<file path="config.mk">
export PLATFORM = sky130hd
export DESIGN_NAME = dram_mp_flat
export DESIGN_NICKNAME = d
export VERILOG_FILES = /design/src/rtl/dram_mp_if.sv /design/src/rtl/dram_mp.sv /design/src/flat_wrapper.sv
export SDC_FILE = /design/constraint.sdc
export NUM_CORES = 1
export LEC_CHECK = 0
export ABC_AREA = 0
export BUFFER_PORTS_ARGS = -buffer_cell sky130_fd_sc_hd__buf_2
export CORE_MARGIN = 2
export CORE_UTILIZATION = 35
export CTS_CLUSTER_SIZE = 40
export DETAILED_ROUTE_END_ITERATION = 8
export GPL_ROUTABILITY_DRIVEN = 0
export PLACE_DENSITY = 0.62
export SLEW_MARGIN = 20
export SYNTH_ARGS = -nofsm -noshare
export SYNTH_HDL_FRONTEND = slang
export SYNTH_SLANG_ARGS = --single-unit
</file>
<file path="constraint.sdc">
create_clock -name clk_i -period 2.05 [get_ports clk_i]
set_input_delay 0 -clock clk_i [delete_from_list [all_inputs] [get_ports clk_i]]
set_output_delay 0 -clock clk_i [all_outputs]
set_load 0.02 [all_outputs]
</file>
<file path="src/rtl/dram_mp_if.sv">
// Bus bundle for dram_mp: one byte-enabled write port, a clear request and
// RDPORTS flat read ports.
interface dram_mp_if #(
    parameter int SZ      = 2,
    parameter int DW      = 32,
    parameter int RDPORTS = 2
);
    localparam int AW = (SZ > 1) ? $clog2(SZ) : 1;
    localparam int SW = DW / 8;

    // Handshake: rdy_o is the ready side. we_i and clr_i are one-cycle requests
    // that take effect only on a posedge where rdy_o=1; while rdy_o=0 they are
    // dropped, not held. Reads have no handshake and are valid in every state.
    logic                  clr_i;
    logic                  rdy_o;
    logic                  we_i;
    logic [SW-1:0]         sel_i;
    logic [AW-1:0]         waddr_i;
    logic [DW-1:0]         wdata_i;
    logic [RDPORTS*AW-1:0] raddr_i;
    logic [RDPORTS*DW-1:0] rdata_o;

    modport master (
        output clr_i, we_i, sel_i, waddr_i, wdata_i, raddr_i,
        input  rdy_o, rdata_o
    );

    modport slave (
        input  clr_i, we_i, sel_i, waddr_i, wdata_i, raddr_i,
        output rdy_o, rdata_o
    );
endinterface

</file>
<file path="src/rtl/dram_mp.sv">
// Multi-read-port distributed RAM with byte-enable writes, optional registered
// reads with write-first bypass, and a sequential clear engine filling INITVAL.
module dram_mp #(
    parameter int             SZ       = 2,
    parameter int             DW       = 32,
    parameter int             RDPORTS  = 2,
    parameter int             RDREG    = 0,
    parameter int             BYPASS   = 1,
    parameter int             CLRONRST = 1,
    parameter logic [DW-1:0]  INITVAL  = '0,
    parameter                 SRCFILE  = "",
    localparam int            AW       = (SZ > 1) ? $clog2(SZ) : 1,
    localparam int            SW       = DW / 8
) (
    input  logic          clk_i,
    input  logic          rst_ni,
    dram_mp_if.slave      bus,
    output logic          dbg_clear_o,
    output logic [AW-1:0] dbg_cnt_o
);

    typedef enum logic {
        ST_READY = 1'b0,
        ST_CLEAR = 1'b1
    } state_e;

    localparam logic [AW-1:0] LAST = AW'(SZ - 1);

    state_e                state;
    logic [AW-1:0]         cnt;
    logic                  rdy_q;
    logic [DW-1:0]         mem [SZ];
    logic                  clearing;
    logic                  wr_acc;
    logic [RDPORTS*DW-1:0] rd_comb;
    logic [RDPORTS*DW-1:0] rd_next;
    logic [RDPORTS*DW-1:0] rd_q;

    assign clearing = (state == ST_CLEAR);
    // Out-of-range write addresses are dropped rather than aliased.
    assign wr_acc   = !clearing && bus.we_i && (int'(bus.waddr_i) < SZ);

    always_ff @(posedge clk_i or negedge rst_ni) begin
        if (!rst_ni) begin
            state <= (CLRONRST != 0) ? ST_CLEAR : ST_READY;
            cnt   <= '0;
            rdy_q <= (CLRONRST == 0);
        end else begin
            case (state)
                ST_READY: begin
                    if (bus.clr_i) begin
                        state <= ST_CLEAR;
                        cnt   <= '0;
                        rdy_q <= 1'b0;
                    end
                end
                ST_CLEAR: begin
                    // Terminate on the last real entry so non-power-of-2 sizes never wrap.
                    if (cnt == LAST) begin
                        state <= ST_READY;
                        cnt   <= '0;
                        rdy_q <= 1'b1;
                    end else begin
                        cnt <= cnt + 1'b1;
                    end
                end
                default: begin
                    state <= ST_READY;
                    rdy_q <= 1'b1;
                end
            endcase
        end
    end

    // Array has no reset; writes are suppressed while reset is held.
    always_ff @(posedge clk_i) begin
        if (rst_ni) begin
            if (clearing) begin
                mem[cnt] <= INITVAL;
            end else if (wr_acc) begin
                for (int b = 0; b < SW; b++) begin
                    if (bus.sel_i[b]) mem[bus.waddr_i][8*b +: 8] <= bus.wdata_i[8*b +: 8];
                end
            end
        end
    end

    always_comb begin
        rd_comb = '0;
        rd_next = '0;
        for (int p = 0; p < RDPORTS; p++) begin
            logic [AW-1:0] ra;
            logic [DW-1:0] word;
            ra   = bus.raddr_i[p*AW +: AW];
            word = mem[ra];
            rd_comb[p*DW +: DW] = word;
            if (BYPASS != 0) begin
                if (wr_acc && (bus.waddr_i == ra)) begin
                    for (int b = 0; b < SW; b++) begin
                        if (bus.sel_i[b]) word[8*b +: 8] = bus.wdata_i[8*b +: 8];
                    end
                end
                if (clearing && (cnt == ra)) word = INITVAL;
            end
            rd_next[p*DW +: DW] = word;
        end
    end

    always_ff @(posedge clk_i or negedge rst_ni) begin
        if (!rst_ni) rd_q <= '0;
        else         rd_q <= rd_next;
    end

    assign bus.rdata_o = (RDREG != 0) ? rd_q : rd_comb;
    assign bus.rdy_o   = rdy_q;
    assign dbg_clear_o = clearing;
    assign dbg_cnt_o   = cnt;

endmodule

</file>
<file path="src/flat_wrapper.sv">
// flat-port wrapper written by rule: the top's interface ports become plain ports
module dram_mp_flat 
#(
    parameter int             SZ       = 2,
    parameter int             DW       = 32,
    parameter int             RDPORTS  = 2,
    parameter int             RDREG    = 0,
    parameter int             BYPASS   = 1,
    parameter int             CLRONRST = 1,
    parameter logic [DW-1:0]  INITVAL  = '0,
    parameter                 SRCFILE  = "",
    localparam int            AW       = (SZ > 1) ? $clog2(SZ) : 1,
    localparam int            SW       = DW / 8
)
  (clk_i, rst_ni, dbg_clear_o, dbg_cnt_o, bus_clr_i, bus_we_i, bus_sel_i, bus_waddr_i, bus_wdata_i, bus_raddr_i, bus_rdy_o, bus_rdata_o);
  dram_mp_if #(.SZ(SZ), .DW(DW), .RDPORTS(RDPORTS)) bus_i ();
  input  logic clk_i;
  input  logic rst_ni;
  output logic dbg_clear_o;
  output logic [AW-1:0] dbg_cnt_o;
  input wire logic [$bits(bus_i.clr_i)-1:0] bus_clr_i;
  input wire logic [$bits(bus_i.we_i)-1:0] bus_we_i;
  input wire logic [$bits(bus_i.sel_i)-1:0] bus_sel_i;
  input wire logic [$bits(bus_i.waddr_i)-1:0] bus_waddr_i;
  input wire logic [$bits(bus_i.wdata_i)-1:0] bus_wdata_i;
  input wire logic [$bits(bus_i.raddr_i)-1:0] bus_raddr_i;
  output wire logic [$bits(bus_i.rdy_o)-1:0] bus_rdy_o;
  output wire logic [$bits(bus_i.rdata_o)-1:0] bus_rdata_o;
  assign bus_i.clr_i = bus_clr_i;
  assign bus_i.we_i = bus_we_i;
  assign bus_i.sel_i = bus_sel_i;
  assign bus_i.waddr_i = bus_waddr_i;
  assign bus_i.wdata_i = bus_wdata_i;
  assign bus_i.raddr_i = bus_raddr_i;
  assign bus_rdy_o = bus_i.rdy_o;
  assign bus_rdata_o = bus_i.rdata_o;
  dram_mp #(.SZ(SZ), .DW(DW), .RDPORTS(RDPORTS), .RDREG(RDREG), .BYPASS(BYPASS), .CLRONRST(CLRONRST), .INITVAL(INITVAL), .SRCFILE(SRCFILE)) u_core (.clk_i(clk_i), .rst_ni(rst_ni), .bus(bus_i), .dbg_clear_o(dbg_clear_o), .dbg_cnt_o(dbg_cnt_o));
endmodule
</file>
**Yosys cells after proc, flatten, opt, wreduce, memory -nomap -nowiden**

Memory sizes are Yosys's and may differ from the RTL's.
Cells that the tools add are included.

- Add/sub/neg operators: 1
- Eq/ne operators: 2
- Mux-type cells: 34
- Bitwise logic cells: 1
- Reductions and logical operators: 4

Operator list:

| operator | count |
|---|---|
| 2-to-1 mux 32 bit | 1 |
| OR reduction 32 bit | 1 |
| 2-to-1 mux 1 bit | 29 |
| one-hot mux 1 bit (2 select lines) | 3 |
| 2-to-1 mux 4 bit | 1 |
| inequality test 2 bit (second input constant) | 2 |
| AND reduction 2 bit | 1 |
| adder 1 bit (second input constant) | 1 |
| logical AND 1 bit | 1 |
| logical NOT 1 bit | 1 |
| NOT 1 bit | 1 |

- Flip-flop bits (word level): 3
- Memory bits (writable): 64
- Input bits: 43
- Output and inout bits: 67
- Memories kept: 1

Memory list:

| name | depth | width | read ports | clocked after memory_dff | wr ports | RTL line | text |
|---|---|---|---|---|---|---|---|
| u_core.mem | 2 | 32 | 2 | 0 | 1 | dram_mp.sv:32 | `logic [DW-1:0] mem [SZ];` |

**Logic depth before layout (Yosys ltp)**

Gate-level depths: netlist (run 1).

- Depth after elaboration: 8
- Mapped depth: 3
- Gate-level depth less buffers: 2

**Worst setup path after synthesis (run 1)**

Ideal clock, no wire load.

- Path type: register to register
- From: reg u_core.state (netlist: u_core.dbg_clear_o)
- To: mem u_core.mem[0][10] (enable)
- Library setup time: 384 ps
- Arrival time: 1471 ps
- Path slack: 195 ps
- Cell stages (with the launch flop): 3
- Buffers on the path: 0
- Period minus slack after synthesis: 1855 ps
- Cells stage by stage: dfstp_2 > or3b_4 > o21ai_0

- Cells in the longest elaborated chain, start to end: 8
- Elaborated cells on any way between the ends: 24

Ends and longest elaborated chain:

| what | RTL line | text |
|---|---|---|
| start, declared | dram_mp.sv:29 | `state_e state;` |
| start signal, assigned | dram_mp.sv:45 | `state <= (CLRONRST != 0) ? ST_CLEAR : ST_READY;` |
| logical NOT 1 bit | dram_mp.sv:41 | `assign wr_acc = !clearing && bus.we_i && (int'(bus.waddr_i) < SZ);` |
| logical AND 1 bit | dram_mp.sv:41 |  |
| 2-to-1 mux 1 bit | dram_mp.sv:80 | `end else if (wr_acc) begin` |
| 2-to-1 mux 1 bit | dram_mp.sv:78 | `if (clearing) begin` |
| 2-to-1 mux 1 bit | dram_mp.sv:77 | `if (rst_ni) begin` |
| 2-to-1 mux 1 bit (not written as such) | dram_mp.sv:82 | `if (bus.sel_i[b]) mem[bus.waddr_i][8*b +: 8] <= bus.wdata_i[8*b +: 8];` |
| OR reduction 32 bit (no line) | n/a |  |
| 2-to-1 mux 1 bit (no line) / 2-to-1 mux 4 bit (equally long branches) | n/a |  |
| end, declared | dram_mp.sv:32 |  |

Several ways; a longest one is shown, not always the timed one.

**Worst setup path after layout (run 1)**

- From: reg u_core.state (netlist: u_core.dbg_clear_o)
- To: mem u_core.mem[1][18] (enable)

Same word-level chain as after synthesis.

==> results of run 1 <==
## registers in the layout (all words and copies together), names as in the netlist
name	flops
u_core.mem	64
u_core.dbg_cnt_o	1
u_core.dbg_clear_o	1
u_core.bus.rdy_o	1
## worst register-to-register path, delay by kind of cell, from the launching register on
| kind | cells | cell delay, ns |
|---|---|---|
| compound gates | 1 | 0.63 |
| simple gates | 1 | 0.21 |
| flops | 1 | 0.41 |
## logic make-up (layout without fill, tap and decap cells)
| kind of cell | count (synthesis) | count (layout) | synth area share |
|---|---|---|---|
| flops | 67 | 67 | 0.612 |
| simple gates | 44 | 44 | 0.110 |
| buf+inv | 16 | 140 | 0.0391 |
| compound gates | 12 | 12 | 0.0184 |
| mux | 64 | 64 | 0.221 |
## cell type report
| type | instances | area, sq um |
|---|---|---|
| sequential | 67 | 2000 |
| multi-input combinational | 120 | 1140 |
| inverter | 2 | 7.51 |
| timing repair buffer | 122 | 648 |
| clock buffer | 11 | 131 |
| tap | 111 | 139 |
| fill | 869 | 4960 |
| clock inverter | 5 | 125 |
## through the flow
| step | utilization | hold slack (ns) |
|---|---|---|
| after floorplan | - | -0.296 |
| after global placement | 0.428 | -0.143 |
| after detailed placement | 0.428 | -0.139 |
| after CTS | 0.458 | 0.0145 |
| after global routing | 0.458 | 0.0309 |
| final | 0.458 | 0.0280 |
## cell usage in the layout (no fill, tap or decap), drive strengths merged
| master | n |
|---|---|
| nand2 | 4 |
| buf | 120 |
| bufinv | 4 |
| nand3 | 1 |
| dlygate4sd3 | 2 |
| clkinv | 1 |
| clkbuf | 11 |
| dfrtp | 2 |
| or3b | 1 |
| o21ai | 12 |
| mux2 | 64 |
| dfstp | 1 |
| edfxtp | 64 |
| inv | 2 |
| nor4 | 1 |
| nor3b | 32 |
| nand2b | 2 |
| nand3b | 3 |
## worst paths after layout
path                                               from                           end
max                        u_core.dbg_clear_o$_DFF_PN1_   u_core.mem[1][18]$_DFFE_PP_
min                                      bus_wdata_i[4]    u_core.mem[0][4]$_DFFE_PP_
max reg2reg                u_core.dbg_clear_o$_DFF_PN1_   u_core.mem[1][18]$_DFFE_PP_
min reg2reg                u_core.bus.rdy_o$_DFFE_PN0P_  u_core.bus.rdy_o$_DFFE_PN0P_
max in group asynchronous                        rst_ni  u_core.dbg_clear_o$_DFF_PN1_
min in group asynchronous                        rst_ni  u_core.bus.rdy_o$_DFFE_PN0P_
## report_power, final
part	internal, W	switching, W	leakage, nW
logic	0.000548	0.000836	0.867
clock network	0.000930	0.000473	0.128
registers	0.00187	0.000142	0.638
## metal layers
layer | up-vias | track usage
met2 | 70 | 0.232
met3 | 8 | 0.0291
met1 | 1025 | 0.181
met4 | 0 | 0.0664
li1 | 1022 | -
met5 | - | 0
## repair_timing
item                                   4_1_cts  5_1_grt
endpoints found under the hold margin        6        0
hold buffers                                 2        0
resized for setup                            0        0
==> impl_metrics.json, run 1 <==
{
  "p_leak_nw": 1.63,
  "dp_cells": 420,
  "slowest_stage": "o21ai_1",
  "grt_max_degree": 33,
  "max_freq_mhz": 616,
  "startpoint_type": "flip-flop",
  "synth_common_cells": "64 x edfxtp_1, 60 x mux2_2, 28 x nor3b_1, 10 x o21ai_0",
  "highest_layer": "met4",
  "first_iter_violations": 58,
  "pre_cts_ws_ns": 0.349,
  "syn_nets": 246,
  "grt_pass1_vias": 2090,
  "cp.depth": 2,
  "ff2ff_setup_slack_ns": 0.43,
  "synthArstFlopShare": 0.0448,
  "power_w": 0.00480,
  "ir_drop_v": 0.000491,
  "routedWlPerCell_um": 15.9,
  "wl_met1_mm": 2.97,
  "htree_levels": 3,
  "antenna_found_initial": 0,
  "tritoncts.num_buffers": 9,
  "fin_cells": 438,
  "area_growth_pct": 28.3,
  "die_h_um": 101,
  "layout-drive-gt1-share": 0.618,
  "dpl_cell_area_sq_mm": 0.00391,
  "syn_inst": 203,
  "yosysTopAreaCellShare": 0.588,
  "design_area_sq_mm": 0.00419,
  "setup_viol": 0,
  "tightest_slew_ns": 0.752,
  "viasPerCell": 4.85,
  "dieArea_sq_mm": 0.0101,
  "synth.most_common_cell": "edfxtp_1",
  "finalCritPeriodShare": 0.792,
  "ys_seq_elements": 67,
  "synth.area.top_cells": "edfxtp_1 59%, mux2_2 21%, nor3b_1 6.4%",
  "ioPinCount": 110,
  "io_buffer_count": 109,
  "n_antenna_cell": 0,
  "cts_num_sinks": 67,
  "row_count": 35,
  "track_usage": 0.142,
  "final-hold-violation-count": 0,
  "whs_path_depth": 2,
  "rsz0062_at_grt": "false",
  "clk_pin_slew_ns": 0.07,
  "clockBufferDepth": 2,
  "yosysSeqAreaShare": 0.612,
  "coreArea_sq_mm": 0.00915,
  "yosysWarnings": 0,
  "crit_type": "flip-flop to flip-flop",
  "layout.nets": 365,
  "hpwl_mm": 4.80,
  "ant_nets": 0,
  "clk-insertion-delay-late_ns": 0.34,
  "cts_tree": "done",
  "crit_chain": "nand3b_1 -> o21ai_1",
  "p_per_area_mw_per_mm2": 1150,
  "ys_types": 20,
  "final.setup.worst_slack_ns": 0.427,
  "worstSetupEndpointType": "flip-flop",
  "start_util": 0.357,
  "synth_flop_cell": "edfxtp_1",
  "die_w_um": 101,
  "drc": 0,
  "yosys.area.top_type": "edfxtp_1",
  "maxSlewHeadroom": 0.495,
  "gr-total-overflow": 0,
  "wl_mm": 6.95,
  "num_vias": 2125,
  "slew_violations": 0,
  "root_buffer": "clkbuf_8",
  "postSynthAreaPerCell_sq_um": 16.1,
  "fin_tns_setup_ns": 0,
  "status": "finished, final reports clean",
  "arrival_ns": 1.59,
  "synth_area_sq_mm": 0.00327,
  "wl_met3_um": 367,
  "period_minus_slack_ns": 1.62,
  "synth_edf_count": 64,
  "drt_pass1_iterations": 4,
  "cp_num_buf_inv": 0,
  "post-cts-setup-buffers": 0,
  "fin_worst_skew_ns": 0.00669,
  "crit_path_max_incr_delay_ns": 0.63,
  "met2_length_mm": 3.53,
  "holdCritPathClass": "input port to flip-flop",
  "r2r_cells": 2,
  "max_cap_viol_count": 0,
  "path_max_fanout": 10,
  "cpLargestDelayFamily": "compound AO/OA/AOI/OAI gates",
  "cp_data_required_time_ns": 2.01,
  "grt_pass1_wl_mm": 10.6
}
(Power assumes the default switching activity.)
==> run 2, diff against run 1 <==
- clock period: 2.05 -> 1.5 ns (I/O delays scaled with it)
==> run 2 against run 1 <==
  * Clock skew down 0.0012 ns
  * Clock power about the same
  * Non-clock buffer count increased by 3
  * Flip-flop and latch count did not move
  * Critical path type unchanged
  * Largest power group unchanged
  * Highest routed layer unchanged
==> impl_metrics.json, run 2 (synthesized netlist as in run 1, its figures left out) <==
{
  "die_w_um": 101,
  "power_w": 0.00621,
  "wl_mm": 6.84,
  "cpLargestDelayFamily": "simple AND/OR/NAND/NOR gates",
  "antenna_found_initial": 0,
  "p_clk_frac": 0.231,
  "ioPinCount": 110,
  "final-hold-violation-count": 0,
  "track_usage": 0.143,
  "grt_pass1_vias": 2172,
  "grt_pass1_wl_mm": 10.8,
  "n_antenna_cell": 0,
  "htree_levels": 3,
  "max_cap_viol_count": 0,
  "arrival_ns": 1.48,
  "worstSetupEndpointType": "flip-flop",
  "coreArea_sq_mm": 0.00915,
  "clockBufferDepth": 2,
  "ant_nets": 0,
  "row_count": 35,
  "fin_worst_skew_ns": 0.00547,
  "num_vias": 2097,
  "period_minus_slack_ns": 1.43,
  "start_util": 0.357,
  "fin_tns_setup_ns": 0,
  "p_per_area_mw_per_mm2": 1460,
  "clk_pin_slew_ns": 0.08,
  "r2r_start": "u_core.dbg_clear_o$_DFF_PN1_",
  "final_cell_mix": "109 x buf_2, 64 x edfxtp_1, 60 x mux2_2",
  "path_max_fanout": 8,
  "setup_viol": 0,
  "dp_cells": 422,
  "p_sw_w": 0.00203,
  "rsz0062_at_grt": "false",
  "area_growth_pct": 30.1,
  "final_common_cell": "buf_2",
  "fin_cells": 441,
  "gr-total-overflow": 0,
  "drc": 0,
  "largest_reg_flops": 64,
  "slowest_stage": "or3b_4",
  "slew_violations": 0,
  "viasPerCell": 4.76,
  "finalCritPeriodShare": 0.952,
  "holdPathEnd": "u_core.mem[0][4]$_DFFE_PP_",
  "largest-register": "u_core.mem",
  "first_iter_violations": 66,
  "io_buffer_count": 109,
  "ff2ff_setup_slack_ns": 0.07,
  "min_from": "bus_wdata_i[4]",
  "whs_path_depth": 2,
  "layout.nets": 368,
  "cts_num_sinks": 67,
  "p_comb_frac": 0.328,
  "tightest_slew_ns": 0.301,
  "internal_power_w": 0.00418,
  "clk-insertion-delay-late_ns": 0.33,
  "startpoint_type": "flip-flop",
  "cp_num_buf_inv": 1,
  "power_frac_seq": 0.441,
  "layout-drive-gt1-share": 0.627,
  "drt_pass1_iterations": 4,
  "routedWlPerCell_um": 15.5,
  "crit_path_max_incr_delay_ns": 0.42,
  "status": "finished, final reports clean",
  "crit_chain": "or3b_4 -> o21ai_1 -> buf_4",
  "tritoncts.num_buffers": 9,
  "hpwl_mm": 4.78,
  "crit_type": "flip-flop to flip-flop",
  "root_buffer": "clkbuf_8",
  "max_freq_mhz": 700,
  "num-fill-cells": 846,
  "grt_max_degree": 33,
  "holdCritPathClass": "input port to flip-flop",
  "r2r_cells": 3,
  "cts_tree": "done",
  "die_h_um": 101,
  "dieArea_sq_mm": 0.0101,
  "maxSlewHeadroom": 0.799,
  "ir_drop_v": 0.000823,
  "timing.rr.end": "u_core.mem[0][1]$_DFFE_PP_",
  "switching_share": 0.327,
  "cp_data_required_time_ns": 1.55,
  "p_leak_nw": 1.65
}
## run 2: through the flow
step / area [sq um] / setup slack [ns] / util / hold WS (ns)
after floorplan: 3270 / -0.159 / - / -0.296
after global placement: 4020 / 0.0528 / 0.440 / -0.144
after detailed placement: 4020 / 0.0393 / 0.440 / -0.140
after CTS: 4240 / 0.0236 / 0.463 / 0.00669
after global routing: 4250 / 0.0313 / 0.464 / 0.0397
final: 4250 / 0.0722 / 0.464 / 0.0230
## run 2: power groups by stage
stage | sequential (W) | combinational, W | clock [W]
after global placement | 0.00277 | 0.00201 | 0
final | 0.00274 | 0.00204 | 0.00143
after global routing | 0.00280 | 0.00221 | 0.00156
after detailed placement | 0.00279 | 0.00202 | 0
after floorplan | 0.00278 | 0.00124 | 0
after CTS | 0.00275 | 0.00203 | 0.00148
## run 2: area by class of cell
| class | instances | area, sq um | share of cell area |
|---|---|---|---|
| multi-input combinational | 120 | 1160 | 0.272 |
| timing repair buffer | 125 | 758 | 0.178 |
| clock buffer | 9 | 124 | 0.0291 |
| clock inverter | 7 | 67.6 | 0.0159 |
| tap | 111 | 139 | 0.0327 |
| inverter | 2 | 7.51 | 0.00177 |
| sequential | 67 | 2000 | 0.470 |
## run 2: how the worst max path moves through the flow
stage / from / end / slack, ns / cells after the start
after global placement: u_core.dbg_clear_o$_DFF_PN1_ / u_core.mem[0][2]$_DFFE_PP_ / 0.05 / 3
after global routing: u_core.dbg_clear_o$_DFF_PN1_ / u_core.mem[1][21]$_DFFE_PP_ / 0.03 / 3
final: u_core.dbg_clear_o$_DFF_PN1_ / u_core.mem[0][1]$_DFFE_PP_ / 0.07 / 3
after CTS: u_core.dbg_clear_o$_DFF_PN1_ / u_core.mem[0][22]$_DFFE_PP_ / 0.02 / 3
after floorplan: u_core.dbg_clear_o$_DFF_PN1_ / u_core.mem[1][0]$_DFFE_PP_ / -0.16 / 2
after detailed placement: u_core.dbg_clear_o$_DFF_PN1_ / u_core.mem[0][4]$_DFFE_PP_ / 0.04 / 3
## run 2: worst register-to-register path: cells and delay by family (launching register included)
family / cells / cell delay (ns)
AND/OR/NAND/NOR: 1 / 0.42
flip-flops: 1 / 0.39
buffers and inverters: 1 / 0.19
AO/OA/AOI/OAI: 1 / 0.14
## run 2: routing by layer
layer	global-route usage	wire, um
met5	0	0
met4	0.0695	75
met3	0.0291	320
met2	0.227	3420
met1	0.186	3030
## run 2: timing repair
item | 4_1_cts | 5_1_grt
resized for setup | 0 | 1
hold buffers | 2 | 0
endpoints found under the hold margin | 6 | 0
setup endpoints to repair | 0 | 24
buffers inserted | 0 | 1
==> run 3, diff against run 2 <==
- PLACE_DENSITY: 0.62 -> unset
- PLACE_DENSITY_LB_ADDON: unset -> 0.05
==> run 3 against run 2 <==
  * Utilization down 0.096 points
  * Combinational power is essentially flat
  * Clock power about the same
  * Count of clock-buffer cells in the layout unchanged
  * Largest cell class unchanged
  * Sequential share of layout area increased by 0.097 points
  * Non-clock buffer count up 2
==> impl_metrics.json, run 3 (synthesized netlist as in run 1, its figures left out) <==
{
  "clk_pin_slew_ns": 0.07,
  "p_per_area_mw_per_mm2": 1470,
  "dieArea_sq_mm": 0.0101,
  "switching_share": 0.329,
  "rsz0062_at_grt": "false",
  "worstSetupEndpointType": "flip-flop",
  "largest_reg_flops": 64,
  "startpoint_type": "flip-flop",
  "whs_ns": 0.0344,
  "min_from": "bus_wdata_i[5]",
  "fin_tns_setup_ns": 0,
  "crit_type": "flip-flop to flip-flop",
  "final-hold-violation-count": 0,
  "p_comb_frac": 0.326,
  "clockBufferDepth": 2,
  "wl_mm": 7.10,
  "grt_pass1_wl_mm": 10.8,
  "die_h_um": 101,
  "status": "finished, final reports clean",
  "slowest_stage": "or3b_4",
  "power_w": 0.00622,
  "maxSlewHeadroom": 0.808,
  "largest-register": "u_core.mem",
  "area_growth_pct": 29.8,
  "io_buffer_count": 109,
  "holdCritPathClass": "input port to flip-flop",
  "num_vias": 2148,
  "max_freq_mhz": 689,
  "start_util": 0.357,
  "p_clk_frac": 0.232,
  "cp_data_required_time_ns": 1.56,
  "layout.nets": 370,
  "internal_power_w": 0.00417,
  "holdPathEnd": "u_core.mem[1][5]$_DFFE_PP_",
  "r2r_start": "u_core.dbg_clear_o$_DFF_PN1_",
  "htree_levels": 3,
  "root_buffer": "clkbuf_8",
  "hpwl_mm": 4.86,
  "max_cap_viol_count": 0,
  "timing.rr.end": "u_core.mem[0][16]$_DFFE_PP_",
  "cts_tree": "done",
  "period_minus_slack_ns": 1.45,
  "p_leak_nw": 1.65,
  "ff2ff_setup_slack_ns": 0.05,
  "viasPerCell": 4.85,
  "antenna_found_initial": 0,
  "first_iter_violations": 95,
  "row_count": 35,
  "die_w_um": 101,
  "crit_path_max_incr_delay_ns": 0.42,
  "drt_pass1_iterations": 4,
  "power_frac_seq": 0.442,
  "cts_num_sinks": 67,
  "grt_pass1_vias": 2110,
  "coreArea_sq_mm": 0.00915,
  "dpl_cell_area_sq_mm": 0.00401,
  "track_usage": 0.144,
  "ir_drop_v": 0.000666,
  "crit_chain": "or3b_4 -> o21ai_2 -> buf_12",
  "setup_viol": 0,
  "routedWlPerCell_um": 16.0,
  "gr-total-overflow": 0,
  "grt_max_degree": 33,
  "r2r_cells": 3,
  "fin_worst_skew_ns": 0.00477,
  "finalCritPeriodShare": 0.968,
  "design_area_sq_mm": 0.00424,
  "clk-insertion-delay-late_ns": 0.33,
  "final_common_cell": "buf_2",
  "slew_violations": 0,
  "ant_nets": 0,
  "n_antenna_cell": 0,
  "whs_path_depth": 2,
  "arrival_ns": 1.51,
  "p_sw_w": 0.00205,
  "final_cell_mix": "109 x buf_2, 64 x edfxtp_1, 60 x mux2_2",
  "ioPinCount": 110,
  "drc": 0,
  "path_max_fanout": 8,
  "postLayoutCoreUtil": 0.463,
  "tritoncts.num_buffers": 9,
  "tightest_slew_ns": 0.287,
  "num-fill-cells": 870,
  "layout-drive-gt1-share": 0.639
}
run 3: cell count changes in the layout (fill, tap and decap cells not counted), sizes merged:
cell and change:
buf +2, clkinv -1, clkinvlp +1
run 3: power by group through the flow:
stage,registers [W],logic [W],clock network (W)
floorplan,0.00278,0.00124,0
global placement,0.00278,0.00202,0
detailed placement,0.00279,0.00202,0
CTS,0.00275,0.00204,0.00149
global route,0.00282,0.00219,0.00157
finish,0.00275,0.00203,0.00144
run 3: critical path, delay by kind of cell (launching register included):
family          cells  cell delay (ns)
compound gates      1             0.20
flops               1             0.41
simple gates        1             0.42
buf+inv             1             0.14
run 3: area by class of cell:
cell class	count	area [sq um]	share of cell area
inverters	2	7.51	0.00177
clock inverters	7	67.6	0.0159
repair buffers	127	748	0.176
multi-input cells	120	1160	0.273
clock buffers	9	124	0.0292
flip-flops and latches	67	2000	0.471
well taps	111	139	0.0327
run 3: worst max path at each step:
stage,start,to,slack (ns),cells past startpoint
2_1_floorplan,u_core.dbg_clear_o$_DFF_PN1_,u_core.mem[1][0]$_DFFE_PP_,-0.16,2
3_3_place_gp,u_core.dbg_clear_o$_DFF_PN1_,u_core.mem[0][4]$_DFFE_PP_,0.04,3
3_5_place_dp,u_core.dbg_clear_o$_DFF_PN1_,u_core.mem[0][17]$_DFFE_PP_,0.03,3
4_1_cts,u_core.dbg_clear_o$_DFF_PN1_,u_core.mem[0][16]$_DFFE_PP_,0.02,3
5_1_grt,u_core.dbg_clear_o$_DFF_PN1_,u_core.mem[0][29]$_DFFE_PP_,0.002,3
6_report,u_core.dbg_clear_o$_DFF_PN1_,u_core.mem[0][16]$_DFFE_PP_,0.05,3
run 3: layer usage:
| layer | track usage | share of wire |
|---|---|---|
| met1 | 0.193 | 0.46 |
| met2 | 0.226 | 0.47 |
| met3 | 0.0444 | 0.056 |
| met4 | 0.0443 | 0.016 |
| met5 | 0 | 0 |
run 3: stage by stage:
stage / cells / setup WS, ns
4_1_cts: 442 / 0.0196
3_5_place_dp: 424 / 0.0306
3_3_place_gp: 424 / 0.0439
2_1_floorplan: 203 / -0.159
6_report: 443 / 0.0477
5_1_grt: 443 / 0.00178
run 3: repair_timing:
item,in CTS,in global routing
endpoints found under the hold margin,6,0
hold buffers,2,0
buffers inserted,0,1
endpoints found under the setup margin,0,49
gates resized for setup,0,2
